`src/rtl/riscky_pkg.sv`:
```
// Shared types and constants for the riscky core: data width, fetch FSM
// states and the major opcodes decoded by control.
package riscky_pkg;

  localparam int XLEN = 32;

  typedef enum logic [1:0] {
    BOOT  = 2'd0,
    FETCH = 2'd1,
    FLUSH = 2'd2
  } fetch_state_t;

  localparam logic [6:0] OP_LOAD   = 7'b0000011;
  localparam logic [6:0] OP_STORE  = 7'b0100011;
  localparam logic [6:0] OP_RTYPE  = 7'b0110011;
  localparam logic [6:0] OP_ITYPE  = 7'b0010011;
  localparam logic [6:0] OP_BRANCH = 7'b1100011;

endpackage

```
`src/rtl/fetch_fifo.sv`:
```
// In-order instruction queue holding {pc, instr}; the head is read straight
// out of register storage so nothing upstream reaches it combinationally.
module fetch_fifo #(
  parameter int DEPTH = 2,
  parameter int W     = 64
) (
  input  logic                     clk,
  input  logic                     rst_n,
  input  logic                     push,
  input  logic [W-1:0]             push_data,
  input  logic                     pop,
  input  logic                     flush,
  output logic [$clog2(DEPTH):0]   count,
  output logic [W-1:0]             head
);

  localparam int AW = $clog2(DEPTH);
  localparam int CW = AW + 1;

  logic [W-1:0]  mem [DEPTH];
  logic [AW-1:0] wr_ptr;
  logic [AW-1:0] rd_ptr;

  always_ff @(posedge clk or negedge rst_n) begin
    if (!rst_n) begin
      for (int i = 0; i < DEPTH; i++) mem[i] <= '0;
      wr_ptr <= '0;
      rd_ptr <= '0;
      count  <= '0;
    end else if (flush) begin
      wr_ptr <= '0;
      rd_ptr <= '0;
      count  <= '0;
    end else begin
      if (push) begin
        mem[wr_ptr] <= push_data;
        wr_ptr      <= wr_ptr + AW'(1);
      end
      if (pop) rd_ptr <= rd_ptr + AW'(1);
      count <= count + CW'(push) - CW'(pop);
    end
  end

  assign head = mem[rd_ptr];

endmodule

```
`src/rtl/fetch_unit.sv`:
```
// Fetch stage: owns the PC, issues word reads under a credit limit of DEPTH,
// queues returned instructions and handles taken-branch redirects.
module fetch_unit
  import riscky_pkg::*;
#(
  parameter logic [XLEN-1:0] RESET_PC = 32'h0000_0000,
  parameter int              DEPTH    = 2
) (
  input  logic            clk,
  input  logic            rst_n,
  output logic            imem_req_valid,
  input  logic            imem_req_ready,
  output logic [XLEN-1:0] imem_req_addr,
  input  logic            imem_rsp_valid,
  input  logic [XLEN-1:0] imem_rsp_data,
  input  logic            redirect_valid,
  input  logic [XLEN-1:0] redirect_pc,
  output logic            instr_valid,
  input  logic            instr_ready,
  output logic [XLEN-1:0] instr,
  output logic [XLEN-1:0] instr_pc,
  output logic [6:0]      op,
  output logic [2:0]      funct3,
  output logic [6:0]      funct7,
  output fetch_state_t    dbg_state
);

  localparam int CW = $clog2(DEPTH) + 1;
  localparam int LW = CW + 1;

  fetch_state_t      state;
  logic [XLEN-1:0]   fetch_pc;
  logic [XLEN-1:0]   rsp_pc;
  logic [XLEN-1:0]   redirect_target;
  logic [CW-1:0]     count;
  logic [CW-1:0]     outstanding;
  logic [CW-1:0]     outstanding_nxt;
  logic [CW-1:0]     drop_cnt;
  logic [LW-1:0]     in_use;
  logic [LW-1:0]     credit_limit;
  logic              req_fire;
  logic              rsp_fire;
  logic              pop;
  logic              push;
  logic [2*XLEN-1:0] head;

  // Both channels transfer on a cycle where valid and ready are high together;
  // valid never depends on the same channel's ready, and responses are never stalled.
  assign req_fire = imem_req_valid & imem_req_ready;
  assign rsp_fire = imem_rsp_valid;
  assign pop      = instr_valid & instr_ready;
  assign push     = rsp_fire && (drop_cnt == '0) && !redirect_valid;

  // An entry leaving the queue this cycle frees a slot for a request this cycle.
  assign in_use         = LW'(count) + LW'(outstanding);
  assign credit_limit   = LW'(DEPTH) + LW'(pop);
  assign imem_req_valid = (state == FETCH) && (in_use < credit_limit);
  assign imem_req_addr  = fetch_pc;

  assign outstanding_nxt = outstanding + CW'(req_fire) - CW'(rsp_fire);
  assign redirect_target = redirect_pc & {{(XLEN-2){1'b1}}, 2'b00};

  always_ff @(posedge clk or negedge rst_n) begin
    if (!rst_n) begin
      state       <= BOOT;
      fetch_pc    <= RESET_PC;
      rsp_pc      <= RESET_PC;
      outstanding <= '0;
      drop_cnt    <= '0;
    end else begin
      outstanding <= outstanding_nxt;
      if (redirect_valid) begin
        // Everything still in flight belongs to the old path.
        fetch_pc <= redirect_target;
        rsp_pc   <= redirect_target;
        drop_cnt <= outstanding_nxt;
        state    <= (outstanding_nxt == '0) ? FETCH : FLUSH;
      end else begin
        if (req_fire) fetch_pc <= fetch_pc + XLEN'(4);
        if (rsp_fire) begin
          if (drop_cnt != '0) drop_cnt <= drop_cnt - CW'(1);
          else                rsp_pc   <= rsp_pc + XLEN'(4);
        end
        case (state)
          BOOT:    state <= FETCH;
          FLUSH:   if (drop_cnt == '0 || (rsp_fire && drop_cnt == CW'(1))) state <= FETCH;
          default: state <= state;
        endcase
      end
    end
  end

  fetch_fifo #(
    .DEPTH (DEPTH),
    .W     (2*XLEN)
  ) u_fifo (
    .clk       (clk),
    .rst_n     (rst_n),
    .push      (push),
    .push_data ({rsp_pc, imem_rsp_data}),
    .pop       (pop),
    .flush     (redirect_valid),
    .count     (count),
    .head      (head)
  );

  assign instr_valid = (count != '0);
  assign instr       = head[XLEN-1:0];
  assign instr_pc    = head[2*XLEN-1:XLEN];
  assign op          = head[6:0];
  assign funct3      = head[14:12];
  assign funct7      = head[31:25];
  assign dbg_state   = state;

endmodule

```
`config.mk`:
```
export PLATFORM = sky130hd
export DESIGN_NAME = fetch_unit
export DESIGN_NICKNAME = d
export VERILOG_FILES = /design/src/rtl/riscky_pkg.sv /design/src/rtl/fetch_fifo.sv /design/src/rtl/fetch_unit.sv
export SDC_FILE = /design/constraint.sdc
export NUM_CORES = 1
export LEC_CHECK = 0
export CORE_ASPECT_RATIO = 0.7
export CORE_MARGIN = 2
export CORE_UTILIZATION = 46
export CTS_CLUSTER_DIAMETER = 100
export DETAILED_ROUTE_END_ITERATION = 7
export GPL_TIMING_DRIVEN = 0
export PLACE_DENSITY = 0.73
export SYNTH_ARGS = -nofsm -noshare
export SYNTH_HDL_FRONTEND = slang
export SYNTH_HIERARCHICAL = 1
export SYNTH_SLANG_ARGS = --single-unit
export TNS_END_PERCENT = 30
```
`constraint.sdc`:
```
create_clock -name clk -period 2.85 [get_ports clk]
set_input_delay 0.4275 -clock clk [delete_from_list [all_inputs] [get_ports clk]]
set_output_delay 0.4275 -clock clk [all_outputs]
set_load 0.01 [all_outputs]
```
=== Word-level counts from Yosys, hierarchy flattened ===
Index checks and enable logic that the tools add are counted.

* $add $sub $neg: 11
* Order comparisons: 4
* Equal/unequal tests: 5
* Mux-type cells: 23
* Bitwise gates (word level): 5
* Reductions and logical operators: 22

{| class="wikitable"
|+ Operators with widths
! operator !! number
|-
| 64-bit two-way mux || 4
|-
| 32-bit two-way mux || 5
|-
| 128-bit bitwise mux || 1
|-
| 32-bit by 3-bit adder with 32-bit output (second input constant) || 2
|-
| 64-bit demux with 1-bit select || 1
|-
| 2-bit two-way mux || 7
|-
| 2-bit nonzero test || 7
|-
| 2-bit AND reduction || 4
|-
| 2-bit logical NOT || 3
|-
| 1-bit logical AND || 5
|-
| 2-bit by 1-bit adder with 2-bit output || 2
|-
| 2-bit by 1-bit equality test with 1-bit output (second input constant) || 2
|-
| 2-bit greater-or-equal comparator (second input constant) || 2
|-
| 1-bit two-way mux || 4
|-
| 1-bit NOT with 2-bit output || 2
|-
| 2-bit one-hot mux with 2 select lines || 1
|-
| 2-bit by 1-bit subtractor with 2-bit output || 2
|-
| 2-bit by 1-bit adder with 3-bit output (first input constant) || 1
|-
| 2-bit by 2-bit adder with 3-bit output || 1
|-
| 3-bit < comparator || 1
|-
| 3-bit inequality test (second input constant) || 1
|-
| 3-bit nonzero test || 1
|-
| 1-bit adder (second input constant) || 2
|-
| 1-bit AND || 2
|-
| 7 further kinds || 7
|}

* Register bits: 202
* Input port bits: 70
* Output and inout port bits: 117
* Logic and storage cells: 80

=== Longest topological paths before layout ===
Gate-level depths: netlist of run 1.

* Depth after elaboration: 11
* Depth in mapped cells: 11
* Gate-level depth less buffers: 11

=== Hierarchy ===
Netlist of run 1, hierarchy kept.

{| class="wikitable"
|+ By module, submodules not included
! module !! instances !! cells an instance !! area an instance (um^2)
|-
| fetch_fifo || 1 || 358 || 6138.4
|-
| fetch_unit || 1 || 409 || 3977.6
|}

=== Worst setup path after synthesis of run 1 ===
OpenSTA, ideal clock, no wires.

* Path kind: register to register
* Start: reg u_fifo.count[0]
* End: reg state[0] (netlist: dbg_state[0])
* Library setup time: 0.123 ns
* Arrival time: 2.440 ns
* Path slack: 0.287 ns
* Stages on the path, launching flop included: 12
* Buffers on the path: 0
* Period minus slack after synthesis: 2.563 ns
* Cells stage by stage: dfrtp_1 > ha_1 > fa_1 > and4bb_2 > nand2_1 > ha_1 > inv_1 > ha_1 > xnor2_1 > xnor2_1 > o21ai_0 > nor2b_1

* Cells in the longest elaborated chain, start to end: 11
* Elaborated cells between the ends (all ways): 12
* Those cells by class: 4 x add/sub; 1 x order compare; 2 x mux; 2 x bitwise; 3 x reduce/logical

{| class="wikitable"
|+ RTL lines
! element !! RTL line !! source
|-
| start: declaration || fetch_fifo.sv:13 || <nowiki>output logic [$clog2(DEPTH):0] count,</nowiki>
|-
| start signal: assignment || fetch_fifo.sv:40 || <nowiki>count <= count + CW'(push) - CW'(pop);</nowiki>
|-
| 2-bit nonzero test || fetch_unit.sv:107 || <nowiki>assign instr_valid = (count != '0);</nowiki>
|-
| 1-bit AND || fetch_unit.sv:51 || <nowiki>assign pop = instr_valid & instr_ready;</nowiki>
|-
| 2-bit by 1-bit adder with 3-bit output || fetch_unit.sv:56 || <nowiki>assign credit_limit = LW'(DEPTH) + LW'(pop);</nowiki>
|-
| 3-bit < comparator * || fetch_unit.sv:57 || <nowiki>assign imem_req_valid = (state == FETCH) && (in_use < credit_limit);</nowiki>
|-
| 1-bit logical AND * || fetch_unit.sv:57 ||
|-
| 1-bit AND * || fetch_unit.sv:49 || <nowiki>assign req_fire = imem_req_valid & imem_req_ready;</nowiki>
|-
| 2-bit by 1-bit adder with 2-bit output * || fetch_unit.sv:60 || <nowiki>assign outstanding_nxt = outstanding + CW'(req_fire) - CW'(rsp_fire);</nowiki>
|-
| 2-bit by 1-bit subtractor with 2-bit output * || fetch_unit.sv:60 ||
|-
| net outstanding_nxt[1] || fetch_unit.sv:37 || <nowiki>logic [CW-1:0] outstanding_nxt;</nowiki>
|-
| 2-bit logical NOT * || fetch_unit.sv:77 || <nowiki>state <= (outstanding_nxt == '0) ? FETCH : FLUSH;</nowiki>
|-
| 2-bit two-way mux * || fetch_unit.sv:77 ||
|-
| 2-bit two-way mux * || fetch_unit.sv:72 || <nowiki>if (redirect_valid) begin</nowiki>
|-
| end signal: assignment || fetch_unit.sv:77 ||
|-
| end signal: assignment || fetch_unit.sv:87 || <nowiki>default: state <= state;</nowiki>
|-
| end: declaration || fetch_unit.sv:31 || <nowiki>fetch_state_t state;</nowiki>
|}

The timed path passes the listed nets; every way through them passes the cells marked *.
A chain may end at the register's enable or synchronous reset.

=== Final worst setup path of run 1 ===
* Start: reg u_fifo.rd_ptr
* End: out instr_pc[16]

* Cells in the longest elaborated chain, start to end: 4

{| class="wikitable"
|+ RTL lines
! element !! RTL line !! source
|-
| start: declaration || fetch_fifo.sv:22 || <nowiki>logic [AW-1:0] rd_ptr;</nowiki>
|-
| start signal: assignment || fetch_fifo.sv:39 || <nowiki>if (pop) rd_ptr <= rd_ptr + AW'(1);</nowiki>
|-
| 1-bit NOT with 2-bit output (not written as such) || fetch_fifo.sv:44 || <nowiki>assign head = mem[rd_ptr];</nowiki>
|-
| 64-bit two-way mux (not written as such) (3 in a row) || fetch_fifo.sv:44 ||
|-
| end: declaration || fetch_unit.sv:21 || <nowiki>output logic [XLEN-1:0] instr_pc,</nowiki>
|}

Every way passes these cells. The select of a mux whose other input is x is not followed.

==> results of run 1 <==
kinds of logic (layout without fill, tap and decap cells):
| kind of cell | Yosys count | in the layout |
|---|---|---|
| XOR/XNOR | 46 | 46 |
| AO/OA/AOI/OAI | 64 | 64 |
| multiplexers | 218 | 218 |
| adder cells (fa/ha/maj) | 10 | 10 |
| AND/OR/NAND/NOR | 160 | 160 |
| buffers and inverters | 70 | 288 |
| flip-flops | 198 | 198 |
| other | 1 | 6 |
how the worst max path moves through the flow:
| stage | slack [ns] | startpoint | cells past startpoint | to |
|---|---|---|---|---|
| 3_3_place_gp | -7.22 | rst_n | 1 | u_fifo/mem[68] |
| 3_5_place_dp | -0.24 | instr_ready | 6 | imem_req_valid |
| 5_1_grt | -0.01 | u_fifo/rd_ptr | 5 | op[6] |
| 2_1_floorplan | 0.29 | u_fifo/count[0] | 11 | dbg_state[0] |
| 4_1_cts | -0.005 | u_fifo/rd_ptr | 5 | op[0] |
| 6_report | 0.08 | u_fifo/rd_ptr | 4 | instr_pc[16] |
metal layers:
metal	vias up	global-route usage	wire length, um
met5	-	0	0
met4	0	0.04830	212
met2	232	0.3081	10350
met3	20	0.04460	1486
met1	3457	0.3384	12580
li1	3157	-	-
cell usage in the layout, fill, tap and decap left out, types with 10 or more instances in the layout:
master             n
dfrtp_1          198
clkdlybuf4s50_1  180
mux2_2           145
mux2_4            70
nor2_1            30
nand3_1           26
buf_4             25
nand4_1           22
xnor2_1           22
xor2_1            21
nand2_1           19
clkbuf_16         17
a21oi_1           16
inv_1             14
o21ai_0           12
buf_12            12
nor4_1            10
o31a_1            10
or3_1             10
flip-flops by register name (all words and copies together) (netlist names):
name and cells:
imem_req_addr 30, u_fifo/mem 128, outstanding 2, rsp_pc 30, u_fifo/rd_ptr 1, u_fifo/wr_ptr 1, drop_cnt 2, dbg_state 2
u_fifo/count 2
power by group:
part / internal (W) / switching (W) / total [W]
Sequential: 0.00371 / 0.000586 / 0.00430
Clock: 0.00125 / 0.00117 / 0.00242
Combinational: 0.00331 / 0.00200 / 0.00532
Total: 0.00827 / 0.00376 / 0.0120
metrics by stage:
stage | worst slack (ns) | total power, W | std cells
floorplan | 0.2867 | 0.007094 | 772
global placement | -7.219 | 0.009369 | 1236
detailed placement | -0.2352 | 0.009470 | 1237
CTS | -0.004794 | 0.01206 | 1272
global route | -0.01495 | 0.01269 | 1272
finish | 0.07620 | 0.01203 | 1272
repair_timing:
| item | in CTS | in global routing |
|---|---|---|
| setup endpoints to repair | 9 | 15 |
| cloned | 0 | 0 |
| buffers inserted | 3 | 0 |
| pin swaps | 1 | 2 |
| resized for setup | 7 | 13 |
cell type report:
cell class | instances | area, um^2 | share of cell area
Clock buffer | 17 | 425.4 | 0.03269
Tap cell | 282 | 352.8 | 0.02711
Clock inverter | 15 | 161.4 | 0.01240
Buffer | 56 | 568.0 | 0.04365
Sequential cell | 198 | 4955 | 0.3807
Inverter | 14 | 52.55 | 0.004038
Timing Repair Buffer | 186 | 1879 | 0.1444
Multi-Input combinational cell | 504 | 4621 | 0.3550
worst max-delay path: cells and delay by family, from the launching register on:
kind / cells / cell delay [ns]
flops: 1 / 0.33
mux: 1 / 0.43
buf+inv: 3 / 1.14
==> flow_summary_export.csv, run 1 <==
group,metric,value,unit
yosys,yosys.area_share.xor_xnor,0.04119,
floorplanning,start_util,0.4679,
global_routing,grt-ovfl-total,0,
hold_path,hold_class,"input pin to async pin",
sta,fin_skew,0.007287,ns
floorplanning,ioPinCount,187,
final_layout,fin_nets,1057,
yosys,async_flop_share,1.000,
global_routing,grt_max_degree,102,
job,maxCapViolations,0,
yosys,ys_types,55,
sta,finalHoldViolations,0,
critical_path,cp_cell_sequence,"buf_2 > buf_2 > mux2_2 > clkdlybuf4s50_1",
routing,route.antenna.remaining_nets,0,
sta,worst_slew_pin_slew,1.316,ns
clock_tree,path_clk_slew,0.07,ns
yosys,ys_seq_area_frac,0.4898,
yosys,synth.avg_cell_area,13.19,um^2
run_status,status,"complete, no violations",
placement,dp_hpwl,17850,um
final_layout,design_area,13020,um^2
clock_tree,cts-root-buf,"clkbuf_16",
critical_path,end_kind,"output pin",
routing,vias,6866,
critical_path,required,2.42,ns
floorplanning,rows,45,
yosys,synth_top_family_by_area,"multiplexers",
yosys,synth_compound_area_frac,0.04106,
floorplanning,core,21620,um^2
global_routing,grt_pass1_vias,6800,
sta,max_slew_margin,0.1148,
final_layout,n_fill_cell,1761,
clock_tree,clock_latency,0.44,ns
placement,dpl_cell_area,12340,um^2
critical_path,worstSetupPathType,"flip-flop to output pin",
yosys,yosys.area.top_type_share,0.4898,
yosys,syn_inst,767,
sta,finalSetupTns,0,ns
critical_path,startpoint_type,"flip-flop",
clock_tree,cts_htree_levels,4,
global_routing,track_usage,0.2168,
yosys,synth_ff_type,"dfrtp_1",
global_routing,antenna_found_initial,0,
critical_path,worst_path_max_delay_cell,"clkdlybuf4s50_1",
yosys,synth_most_common_cell,"dfrtp_1",
floorplanning,die-area,23210,um^2
final_layout,final_util,0.6020,
yosys,synth_warnings,6,
clock_tree,cts_tree,"yes",
sta,setup_viol,0,
global_routing,grt_pass1_wl,38530,um
sta,fin_crit,2.774,ns
routing,wl_per_cell,19.36,um
yosys,synthTopCellsByArea,"dfrtp_1, mux2_2, mux2_4",
sta,grt_setup_unrepaired,"yes",
clock_tree,cts_sinks,198,
final_layout,area.growth.synth_to_final,28.66,%
placement,io_buffers,182,
yosys,synth_mux_area_frac,0.2683,
critical_path,arrival,2.35,ns
routing,via_per_inst,5.398,
critical_path,ff2ff_setup_slack,0.12,ns
final_layout,antenna_cells,0,
power,peakVddDrop,578.6,uV
yosys,synth_largest_area_cell,"dfrtp_1",
yosys,netlist_top_cells_count,"dfrtp_1, mux2_2, mux2_4",
clock_tree,cts_max_path_buffers,2,
yosys,synth_edf_count,0,
clock_tree,ctsHoldBuffers,0,
sta,fmax,360.5,MHz
critical_path,r2r_cells,9,
final_layout,layout-drive-gt1-share,0.3192,
routing,drt_wl_total,24630,um
routing,drc,0,
critical_path,r2r_end,"imem_req_addr[18]",
yosys,syn_area,10120,um^2
floorplanning,die_h,128.1,um
power,power_density,924.6,nW/um^2
yosys,synth_adder_area_share,0.01311,
critical_path,worstPathMaxFanout,10,
critical_path,crit_path_frequent_cell,"buf_2",
power,power.leakage,5.729,nW
critical_path,reg2reg_from,"u_fifo/count[0]",
placement,place_congestion,0.8494,
clock_tree,cts_buffers,17,
sta,finalCritPeriodShare,0.9733,
yosys,synthSimpleGateAreaFrac,0.08707,
critical_path,max_stage_delay,0.49,ns
sta,holdWs,0.03388,ns
routing,drtIter0Drc,503,
routing,drt-pass1-iter-count,5,
floorplanning,die_w,181.2,um
yosys,ys_ff_latch,198,
sta,final_max_slew_viol_count,0,
Power figures use the tool's default switching activity.
==> run 2, diff against run 1 <==
--- a/config.mk
+++ b/config.mk
@@ -11,7 +11,9 @@
 export CTS_CLUSTER_DIAMETER = 100
 export DETAILED_ROUTE_END_ITERATION = 7
 export GPL_TIMING_DRIVEN = 0
-export PLACE_DENSITY = 0.73
+export PLACE_DENSITY_LB_ADDON = 0.3
+export REMOVE_ABC_BUFFERS = 1
+export SLEW_MARGIN = 30
 export SYNTH_ARGS = -nofsm -noshare
 export SYNTH_HDL_FRONTEND = slang
 export SYNTH_HIERARCHICAL = 1
==> flow_summary_export.csv, run 2 (same netlist as run 1, synthesis figures left out) <==
group,metric,value,unit
global_routing,grt-ovfl-total,0,
global_routing,track_usage,0.2083,
routing,via_per_inst,5.348,
critical_path,r2r_cells,7,
critical_path,required,3.22,ns
final_layout,layout-drive-gt1-share,0.3135,
power,power_density,908.0,nW/um^2
hold_path,hold_class,"input pin to async pin",
placement,io_buffers,182,
final_layout,seq_area,4959,um^2
power,p_int,0.008124,W
clock_tree,clock_latency,0.45,ns
sta,setup_viol,0,
routing,drt-pass1-iter-count,5,
floorplanning,core,21620,um^2
floorplanning,die_w,181.2,um
final_layout,n_fill_cell,1719,
placement,place_congestion,0.7882,
sta,max_slew_margin,0.3678,
floorplanning,die_h,128.1,um
critical_path,cp_cell_sequence,"ha_1 > fa_1 > and4bb_4 > and3_1 > nand3_4 > or4b_1 > a31oi_1",
final_layout,antenna_cells,0,
sta,holdWs,0.4953,ns
final_layout,regMostFlops,"u_fifo/mem",
power,clockPowerShare,0.216,
critical_path,ff2ff_setup_slack,0.13,ns
global_routing,antenna_found_initial,0,
power,comb_power_share,0.413,
routing,drtIter0Drc,480,
sta,fin_crit,2.724,ns
clock_tree,cts_max_path_buffers,2,
power,power.leakage,5.979,nW
global_routing,grt_pass1_vias,6716,
critical_path,r2r_end,"imem_req_addr[29]",
power,peakVddDrop,633.3,uV
final_layout,area.growth.synth_to_final,27.64,%
clock_tree,cts_htree_levels,4,
critical_path,worst_path_max_delay_cell,"or4b_1",
final_layout,largest_reg_flops,128,
power,power_frac_seq,0.372,
placement,dp_hpwl,16240,um
clock_tree,cts_sinks,198,
placement,dpl_cell_area,12070,um^2
sta,finalHoldViolations,0,
sta,final_max_slew_viol_count,0,
floorplanning,die-area,23210,um^2
critical_path,max_stage_delay,0.56,ns
sta,fin_skew,0.01157,ns
critical_path,reg2reg_from,"u_fifo/count[0]",
critical_path,worstSetupPathType,"flip-flop to flip-flop",
power,swShare,0.3071,
critical_path,timing.critical_path.buf_inv,0,
run_status,status,"complete, no violations",
sta,fmax,367.1,MHz
power,power,0.01172,W
clock_tree,cts-root-buf,"clkbuf_16",
routing,vias,6642,
floorplanning,rows,45,
critical_path,startpoint_type,"flip-flop",
clock_tree,cts_tree,"yes",
power,power.switching,0.003600,W
final_layout,mostFrequentLayoutCells,"dfrtp_1, mux2_2, clkdlybuf4s50_1",
global_routing,grt_pass1_wl,37400,um
sta,worst_slew_pin_slew,0.9396,ns
floorplanning,ioPinCount,187,
routing,wl_per_cell,18.62,um
final_layout,final_util,0.5972,
routing,drt_wl_total,23130,um
final_layout,layout_commonest_cell,"dfrtp_1",
final_layout,multi_input_area,4677,um^2
critical_path,end_kind,"flip-flop",
sta,finalCritPeriodShare,0.9557,
critical_path,cp_top_family,"simple AND/OR/NAND/NOR gates",
routing,route.antenna.remaining_nets,0,
global_routing,grt_max_degree,85,
critical_path,arrival,3.09,ns
critical_path,worstPathMaxFanout,15,
routing,drc,0,
job,maxCapViolations,0,
final_layout,design_area,12910,um^2
final_layout,fin_nets,1027,
sta,worst_slack,0.1261,ns
placement,place_worst_setup_slack,-0.5545,ns
clock_tree,path_clk_slew,0.07,ns
clock_tree,cts_buffers,17,
floorplanning,start_util,0.4679,
[run 2: how the worst max path moves through the flow]
stage	startpoint	to	slack (ns)	depth (start not counted)
finish	u_fifo/count[0]	imem_req_addr[29]	0.13	7
detailed placement	instr_ready	dbg_state[0]	-0.55	11
global route	u_fifo/count[0]	imem_req_addr[29]	-0.004	7
floorplan	drop_cnt[0]	u_fifo/mem[0]	-1.61	6
CTS	u_fifo/rd_ptr	instr_pc[31]	-0.01	3
global placement	rst_n	u_fifo/count[0]	-7.24	1
[run 2: power by group through the flow]
stage               sequential [W]  combinational, W  clock, W
finish                     0.00436           0.00484   0.00253
CTS                        0.00436           0.00487   0.00259
global placement           0.00443           0.00465         0
detailed placement         0.00439           0.00477         0
floorplan                  0.00425           0.00258         0
global route               0.00450           0.00518   0.00272
[run 2: what timing repair did]
item | 4_1_cts | 5_1_grt
setup endpoints to repair | 66 | 62
hold buffers | 1 | 0
resized for setup | 18 | 44
hold endpoints to repair | 50 | 0
pin swaps | 3 | 2
buffers inserted | 7 | 2
[run 2: area by class of cell]
type	instances	area share
Clock inverter	13	0.01318
Tap cell	282	0.02733
Inverter	14	0.004264
Timing Repair Buffer	212	0.1747
Clock buffer	19	0.03430
Multi-Input combinational cell	504	0.3622
Sequential cell	198	0.3840
[run 2: through the flow]
step | instances | TNS (ns)
after floorplan | 716 | -200.38
after global placement | 1180 | -2160.95
after detailed placement | 1200 | -25.67
after CTS | 1240 | -0.01142
after global routing | 1242 | -0.003838
final | 1242 | 0
[run 2: layer usage]
metal / track usage / up-vias / share of wire
met4: 0.05595 / 0 / 0.010
met5: 0 / - / 0
li1: - / 3094 / -
met2: 0.3002 / 233 / 0.43
met3: 0.06023 / 20 / 0.069
met1: 0.3067 / 3295 / 0.49
==> run 3, diff against run 2 <==
--- a/config.mk
+++ b/config.mk
@@ -10,6 +10,7 @@
 export CORE_UTILIZATION = 46
 export CTS_CLUSTER_DIAMETER = 100
 export DETAILED_ROUTE_END_ITERATION = 7
+export GPL_ROUTABILITY_DRIVEN = 0
 export GPL_TIMING_DRIVEN = 0
 export PLACE_DENSITY_LB_ADDON = 0.3
 export REMOVE_ABC_BUFFERS = 1
==> results of run 3 <==
The final DEF is identical to that of run 2; final timing and power are the same.
